**src/rtl/otp_key_sequencer.sv**
```systemverilog
// otp_key_sequencer: one-time-pad key loader and plaintext XOR sequencer that never reuses a key word
module otp_key_sequencer #(
    parameter int DATA_W    = 8,
    parameter int KEY_WORDS = 4,
    localparam int CW       = $clog2(KEY_WORDS + 1)
) (
    input  logic              clk,
    input  logic              reset,
    input  logic              start,
    input  logic              abort,
    input  logic              key_valid,
    input  logic [DATA_W-1:0] key_data,
    output logic              key_ready,
    input  logic              pt_valid,
    input  logic [DATA_W-1:0] pt_data,
    output logic              pt_ready,
    output logic              ct_valid,
    output logic [DATA_W-1:0] ct_data,
    input  logic              ct_ready,
    output logic              busy,
    output logic              exhausted,
    output logic [CW-1:0]     words_left
);
    localparam int IW = $clog2(KEY_WORDS);
    localparam logic [IW-1:0] LAST = IW'(KEY_WORDS - 1);

    typedef enum logic [1:0] {IDLE, LOAD, RUN, EXHAUST} state_t;

    state_t            state, state_nx;
    logic [IW-1:0]     idx, idx_nx;
    logic [DATA_W-1:0] key [KEY_WORDS];
    logic              key_fire, pt_fire;

    // abort gates both ready signals so it always beats a same-cycle transfer
    assign key_ready  = state == LOAD && !abort;
    assign pt_ready   = state == RUN && !abort && (!ct_valid || ct_ready);
    assign key_fire   = key_valid && key_ready;
    assign pt_fire    = pt_valid && pt_ready;
    assign busy       = state == LOAD || state == RUN;
    assign exhausted  = state == EXHAUST;
    assign words_left = state == RUN ? CW'(KEY_WORDS) - CW'(idx) : '0;

    // state and key-word index register
    always_ff @(posedge clk or negedge reset) begin
        if (!reset) begin
            state <= IDLE;
            idx   <= '0;
        end else begin
            state <= state_nx;
            idx   <= idx_nx;
        end
    end

    // next state: load the pad, spend it word by word, then refuse input until restarted
    always_comb begin
        state_nx = state;
        idx_nx   = idx;
        case (state)
            IDLE: begin
                if (start) begin
                    state_nx = LOAD;
                    idx_nx   = '0;
                end
            end
            LOAD: begin
                if (abort) begin
                    state_nx = IDLE;
                    idx_nx   = '0;
                end else if (key_fire) begin
                    state_nx = idx == LAST ? RUN : LOAD;
                    idx_nx   = idx == LAST ? '0 : idx + IW'(1);
                end
            end
            RUN: begin
                if (abort) begin
                    state_nx = IDLE;
                    idx_nx   = '0;
                end else if (pt_fire) begin
                    state_nx = idx == LAST ? EXHAUST : RUN;
                    idx_nx   = idx == LAST ? '0 : idx + IW'(1);
                end
            end
            default: begin
                if (start && !ct_valid) begin
                    state_nx = LOAD;
                    idx_nx   = '0;
                end
            end
        endcase
    end

    // key bank: written during load, each word wiped as soon as it is used, all wiped on abort
    always_ff @(posedge clk or negedge reset) begin
        if (!reset) begin
            for (int i = 0; i < KEY_WORDS; i++) key[i] <= '0;
        end else if (abort && busy) begin
            for (int i = 0; i < KEY_WORDS; i++) key[i] <= '0;
        end else if (key_fire) begin
            key[idx] <= key_data;
        end else if (pt_fire) begin
            key[idx] <= '0;
        end
    end

    // ciphertext register: holds under backpressure, refills on the same edge it drains
    always_ff @(posedge clk or negedge reset) begin
        if (!reset) begin
            ct_valid <= 1'b0;
            ct_data  <= '0;
        end else if (pt_fire) begin
            ct_valid <= 1'b1;
            ct_data  <= pt_data ^ key[idx];
        end else if (ct_ready) begin
            ct_valid <= 1'b0;
        end
    end
endmodule

```
**config.mk**
```make
export PLATFORM = sky130hd
export DESIGN_NAME = otp_key_sequencer
export DESIGN_NICKNAME = d
export VERILOG_FILES = /design/src/rtl/otp_key_sequencer.sv
export SDC_FILE = /design/constraint.sdc
export NUM_CORES = 1
export LEC_CHECK = 0
export ABC_AREA = 1
export BUFFER_PORTS_ARGS = -buffer_cell sky130_fd_sc_hd__buf_2
export CAP_MARGIN = 20
export CORE_MARGIN = 2
export CORE_UTILIZATION = 45
export DETAILED_ROUTE_END_ITERATION = 12
export PLACE_DENSITY_LB_ADDON = 0.15
export SYNTH_ARGS = -nofsm -noshare
export SYNTH_HDL_FRONTEND = slang
export SYNTH_SLANG_ARGS = --single-unit
```
**constraint.sdc**
```tcl
create_clock -name clk -period 1.83 [get_ports clk]
set_clock_uncertainty 0.1 [all_clocks]
set_input_delay 0.366 -clock clk [delete_from_list [all_inputs] [get_ports clk]]
set_output_delay 0.366 -clock clk [all_outputs]
set_load 0.01 [all_outputs]
```
== Word level (Yosys, flattened, before mapping) ==
Index checks and enable logic that the tools add are counted.
Operators by class
  equal/unequal tests: 7
  add/subtract/negate cells: 2
  reduce and logical (&&, ||, !) cells: 17
  order comparisons: 2
  mux-type cells: 29
  bitwise gates (word level): 4
Operators by type and width (count)
  32-bit two-way mux: 3
  32-bit AND: 1
  32-bit bitwise mux: 1
  32-bit inverter: 1
  2-bit two-way mux: 14
  8-bit two-way mux: 3
  8-bit binary-select mux with 2-bit select: 1
  8-bit demux with 2-bit select: 1
  2-bit one-hot mux with 3 select lines: 2
  1-bit logical AND: 8
  8-bit bitwise XOR: 1
  2-bit == test, second input constant: 3
  3-bit != test, second input constant: 2
  4-bit AND reduction: 1
  4-bit nonzero test: 1
  3-bit greater-or-equal comparator, second input constant: 1
  3-bit by 1-bit less-than comparator with 1-bit output, second input constant: 1
  1-bit two-way mux: 3
  3-bit two-way mux: 1
  2-bit inverter with 3-bit output: 1
  3-bit nonzero test: 1
  3-bit by 2-bit subtractor with 3-bit output, first input constant: 1
  2-bit by 1-bit adder with 2-bit output, second input constant: 1
  2-bit by 1-bit == test with 1-bit output, second input constant: 1
  other kinds (5): 7
Word-level totals
  logic and storage cells: 69
  flip-flop bits (word level): 45
  input port bits: 23
  output and inout bits: 16

== Longest topological paths before layout ==
  depth in word-level cells: 10
  mapped depth: 9
  depth with buffers taken out: 9

== Least setup slack after synthesis ==
Ideal clock, no wire load.
  path kind: reg-to-reg
  start: register idx[0]
  end: register key[24] in the netlist's numbering
  setup slack: 0.159 ns
  required time: 1.612 ns
  buffers on the path: 1
  period minus slack after synthesis: 1.671 ns
  setup time: 0.118 ns
  arrival: 1.452 ns
  stages on the path, launching flop included: 9
  path through: dfrtp_1 -> inv_2 -> buf_2 -> ha_1 -> clkinv_1 -> nand2_4 -> nand2_2 -> nand2_1 -> nand2_1
Between the ends
  longest elaborated chain between the ends: 10
  elaborated cells between the ends (all ways): 12
  those cells by class: 2 x order compare; 6 x mux; 3 x bitwise; 1 x reduce/logical
RTL lines
  from (decl): line 30  | logic [IW-1:0] idx, idx_nx;
  from (signal assigned): line 50  | idx <= idx_nx;
  2-bit inverter with 3-bit output (not written as such) *: line 99, 101
  3-bit greater-or-equal comparator (not written as such) / 3-bit by 1-bit less-than comparator with 1-bit output (equally long branches): line 99, 101
  1-bit logical AND (not written as such): line 99, 101
  8-bit two-way mux (not written as such): line 99, 101
  8-bit demux with 2-bit select *: line 99, 101
  32-bit inverter (no line)
  32-bit AND (no line)
  32-bit two-way mux: line 100  | end else if (pt_fire) begin
  32-bit two-way mux *: line 98  | end else if (key_fire) begin
  32-bit two-way mux *: line 96  | end else if (abort && busy) begin
  to (signal, indexed assignment): line 99  | key[idx] <= key_data;
  to (decl): line 31  | logic [DATA_W-1:0] key [KEY_WORDS];
Every way passes the cells marked *; elsewhere a longest branch is shown, timed or not. The select of a mux whose other input is x is not followed.
A chain may end at the register's enable or synchronous reset.

== Final worst setup path ==
  start: register state[1]
  end: output port key_ready
Between the ends
  longest elaborated chain between the ends: 2
RTL lines
  from (decl): line 29  | state_t state, state_nx;
  from (signal assigned): line 49  | state <= state_nx;
  2-bit by 1-bit == test with 1-bit output: line 35  | assign key_ready = state == LOAD && !abort;
  1-bit logical AND: line 35
  to (decl): line 13  | output logic key_ready,
Every way passes these cells.

==> flow_metrics.env <==
export IMPL_run_status="completed"
export IMPL_drv_slew=0
export IMPL_num_fill_cells=617
export IMPL_cp_cell_sequence="inv_2 > ha_4 > nand2_1 > inv_1 > buf_2"
export IMPL_insertion_delay_to_the_later_sink_of_the_worst_skew_pair_ns=0.31
export IMPL_crit_reg2reg_launch="state[0]$_DFFE_PN0P_"
export IMPL_numClockSinks=45
export IMPL_place_congestion=0.836
export IMPL_maxSlewHeadroom_pct=79.8
export IMPL_setup_reg_to_reg_worst_slack_ns=0.07
export IMPL_final_nets=501
export IMPL_synth_area_leader_cell="sky130_fd_sc_hd__dfrtp_1"
export IMPL_synth_ff_latch_count=45
export IMPL_clock_tree_from_tritoncts="yes"
export IMPL_synth_cells=410
export IMPL_clk_root_buffer_cell="sky130_fd_sc_hd__clkbuf_8"
export IMPL_synth_area_leaders="sky130_fd_sc_hd__dfrtp_1 (39%), sky130_fd_sc_hd__nand2_1 (28%), sky130_fd_sc_hd__nand4_1 (8.7%), sky130_fd_sc_hd__nand3_1 (6.6%), sky130_fd_sc_hd__ha_1 (3.5%)"
export IMPL_synth_top_area_share_pct=39.3
export IMPL_global_route_wire_length_before_repair_mm=14.0
export IMPL_cpPeakStageDelay_ns=0.46
export IMPL_detail_route_antenna_nets=0
export IMPL_power_static_leakage_nw=2.01
export IMPL_cts_clk_slew_worst_paths_ns=0.09
export IMPL_routed_wire_length_per_instance_um=15.7
export IMPL_floorplan_io_pins=39
export IMPL_numCtsBuffers=5
export IMPL_warnings_from_yosys=0
export IMPL_clock_tree_buffer_depth=2
export IMPL_period_share_pct=99.9
export IMPL_timing_hold_worst_class="input port to register"
export IMPL_fmax_ghz=0.547
export IMPL_fp_dieW_um=83.8
export IMPL_post_detailed_placement_cell_area_mm2=0.00322
export IMPL_design_area_mm2=0.00349
export IMPL_crit_path_max_fanout=4
export IMPL_wl_met1_mm=3.74
export IMPL_dieHeight_um=83.8
export IMPL_drc=0
export IMPL_finalSetupViolations=0
export IMPL_growth_of_design_area_from_synthesis_to_finish_pct=21.7
export IMPL_finalCriticalPeriod_ns=1.83
export IMPL_die_area_mm2=0.00702
export IMPL_grt_antenna_before_repair=0
export IMPL_first_iter_violations=252
export IMPL_rsz0062_at_grt="true"
export IMPL_worstReg2RegEnd="key[28]$_DFFE_PN0P_"
export IMPL_diodes=0
export IMPL_synth_yosys_seq_area_share_pct=39.3
export IMPL_uppermost_layer_routed="met4"
export IMPL_number_of_global_route_vias_before_repair=2793
export IMPL_slowest_stage="sky130_fd_sc_hd__dfrtp_2"
export IMPL_timing_hold_violations_final=0
export IMPL_cts_htree_levels=2
export IMPL_wirelength_mm=8.61
export IMPL_met2RoutedLength_mm=4.12
export IMPL_cp_arrival_ns=1.36
export IMPL_vias=2942
export IMPL_place_detailed_hpwl_mm=5.87
export IMPL_met3RoutedLength_um=491
export IMPL_hold_path_end="ct_data[3]$_DFFE_PN0P_"
export IMPL_core_mm2=0.00624
export IMPL_timing_critical_path_from_type="register"
export IMPL_grtUsageTotal_pct=25.4
export IMPL_worst_slew_pin_slew_ns=0.302
export IMPL_portBuffers=38
export IMPL_netlist_area_mm2=0.00286
export IMPL_timing_max_cap_violations=0
export IMPL_power_ir_vdd_worst_mv=0.666
export IMPL_avgViaCountPerCell=5.37
export IMPL_std_cell_rows=29
export IMPL_finalHoldWorstSlack_ns=0.261
export IMPL_criticalPathCategory="register to primary output"
export IMPL_drt_pre_antenna_iters=5
export IMPL_r2r_cells=10
export IMPL_overflow=0
export IMPL_share_of_cells_above_drive_strength_1_pct=22.9
export IMPL_postSynthNetCount=441
export IMPL_power_density_cell_area_mw_per_mm2=1090
export IMPL_worst_path_dominant_cell_family="flip-flops"
export IMPL_worst_endpoint_required_ns=1.36
export IMPL_effective_utilization_at_floorplan_pct=45.9
export IMPL_worst_path_buf_inv=3
export IMPL_synth_avg_cell_area_um2=6.99
export IMPL_synth_lib_cells_used_distinct=21
export IMPL_timing_critical_path_to_type="primary output"
export IMPL_min_delay_path_depth=5
export IMPL_hold_path_startpoint="pt_data[3]"
export IMPL_grt_start_max_net_pins=46
## final cells by class
type	count	area, um2	share of cell area [%]
clock buffer	6	82.6	2.37
clock inverter	2	13.8	0.395
inverter	29	115	3.30
multi-input combinational	322	1610	46.2
timing repair buffer	67	437	12.5
sequential	45	1130	32.4
tap	77	96.3	2.76
## how the worst max path moves through the flow
stage,depth (start not counted),slack (ns),start,to
after CTS,5,-0.02,state[1]$_DFFE_PN0P_,key_ready
final,5,0.001,state[1]$_DFFE_PN0P_,key_ready
after global placement,9,0.14,state[0]$_DFFE_PN0P_,key[25]$_DFFE_PN0P_
after floorplan,8,0.16,idx[0]$_DFFE_PN0P_,key[24]$_DFFE_PN0P_
after global routing,6,-0.05,state[0]$_DFFE_PN0P_,pt_ready
after detailed placement,9,0.1,state[0]$_DFFE_PN0P_,key[28]$_DFFE_PN0P_
## timing repair
action / 4_1_cts / 5_1_grt
endpoints found under the hold margin: 45 / 0
hold buffers: 1 / 0
gates resized for setup: 8 / 16
setup buffers: 3 / 4
setup endpoints to repair: 5 / 31
pin swaps: 1 / 3
## tightest hold or removal path, stage by stage
cell and delay (ns):
sky130_fd_sc_hd__buf_2 0.09, sky130_fd_sc_hd__inv_1 0.03, sky130_fd_sc_hd__nand2_1 0.05, sky130_fd_sc_hd__nand3_1 0.05, sky130_fd_sc_hd__nand2_1 0.05
## cell usage after synthesis, drive strengths merged
cell type and count:
dfrtp 45, a21oi 1, inv 24, nand3 40
nor3 1, buf 11, nand2 227, a21boi 1
nor2 4, ha 8, nand4 40, clkinv 5
clkbuf 3
## cell families (layout without fill, tap and decap cells)
group                    count (synthesis)  count (layout)  synth area share (%)
buffers and inverters                   43             104                  7.21
adder cells (fa/ha/maj)                  8               8                  3.50
AO/OA/AOI/OAI                            2               2                 0.568
AND/OR/NAND/NOR                        312             312                  49.4
flip-flops                              45              45                  39.3
## routing by layer
layer	track usage (%)	vias to the layer above
li1	-	1442
met1	34.2	1382
met2	40.9	99
met3	4.45	19
met4	9.68	0
met5	0	-
## stage by stage
stage	util, %	setup slack [ns]	instances	power [mW]	TNS, ns
finish	55.9	0.00116	548	3.79	0
global route	55.9	-0.0489	548	4.05	-0.0990
CTS	54.3	-0.0151	544	3.66	-0.0198
detailed placement	51.7	0.0990	532	2.89	0
global placement	51.7	0.137	532	2.86	0
floorplan	-	0.159	410	2.33	0
## report_power, final
part | internal (mW) | leakage [nW] | switching, mW
clock | 0.307 | 0.0512 | 0.366
sequential | 1.13 | 0.608 | 0.135
combinational | 0.656 | 1.35 | 1.20
## registers in the layout, summed over array words and instances, names as in the netlist
signal	cells
idx	2
ct_data	8
state	2
ct_valid	1
key	32
## placed cells by master (no fill, tap or decap), drive strengths merged
cell type / instances
nor3: 1
dlygate4sd3: 1
nand3: 40
a21boi: 1
ha: 8
nand2: 227
clkinv: 7
a21oi: 1
nand4: 40
inv: 24
dfrtp: 45
nor2: 4
buf: 66
clkbuf: 6
(Power assumes the default switching activity.)
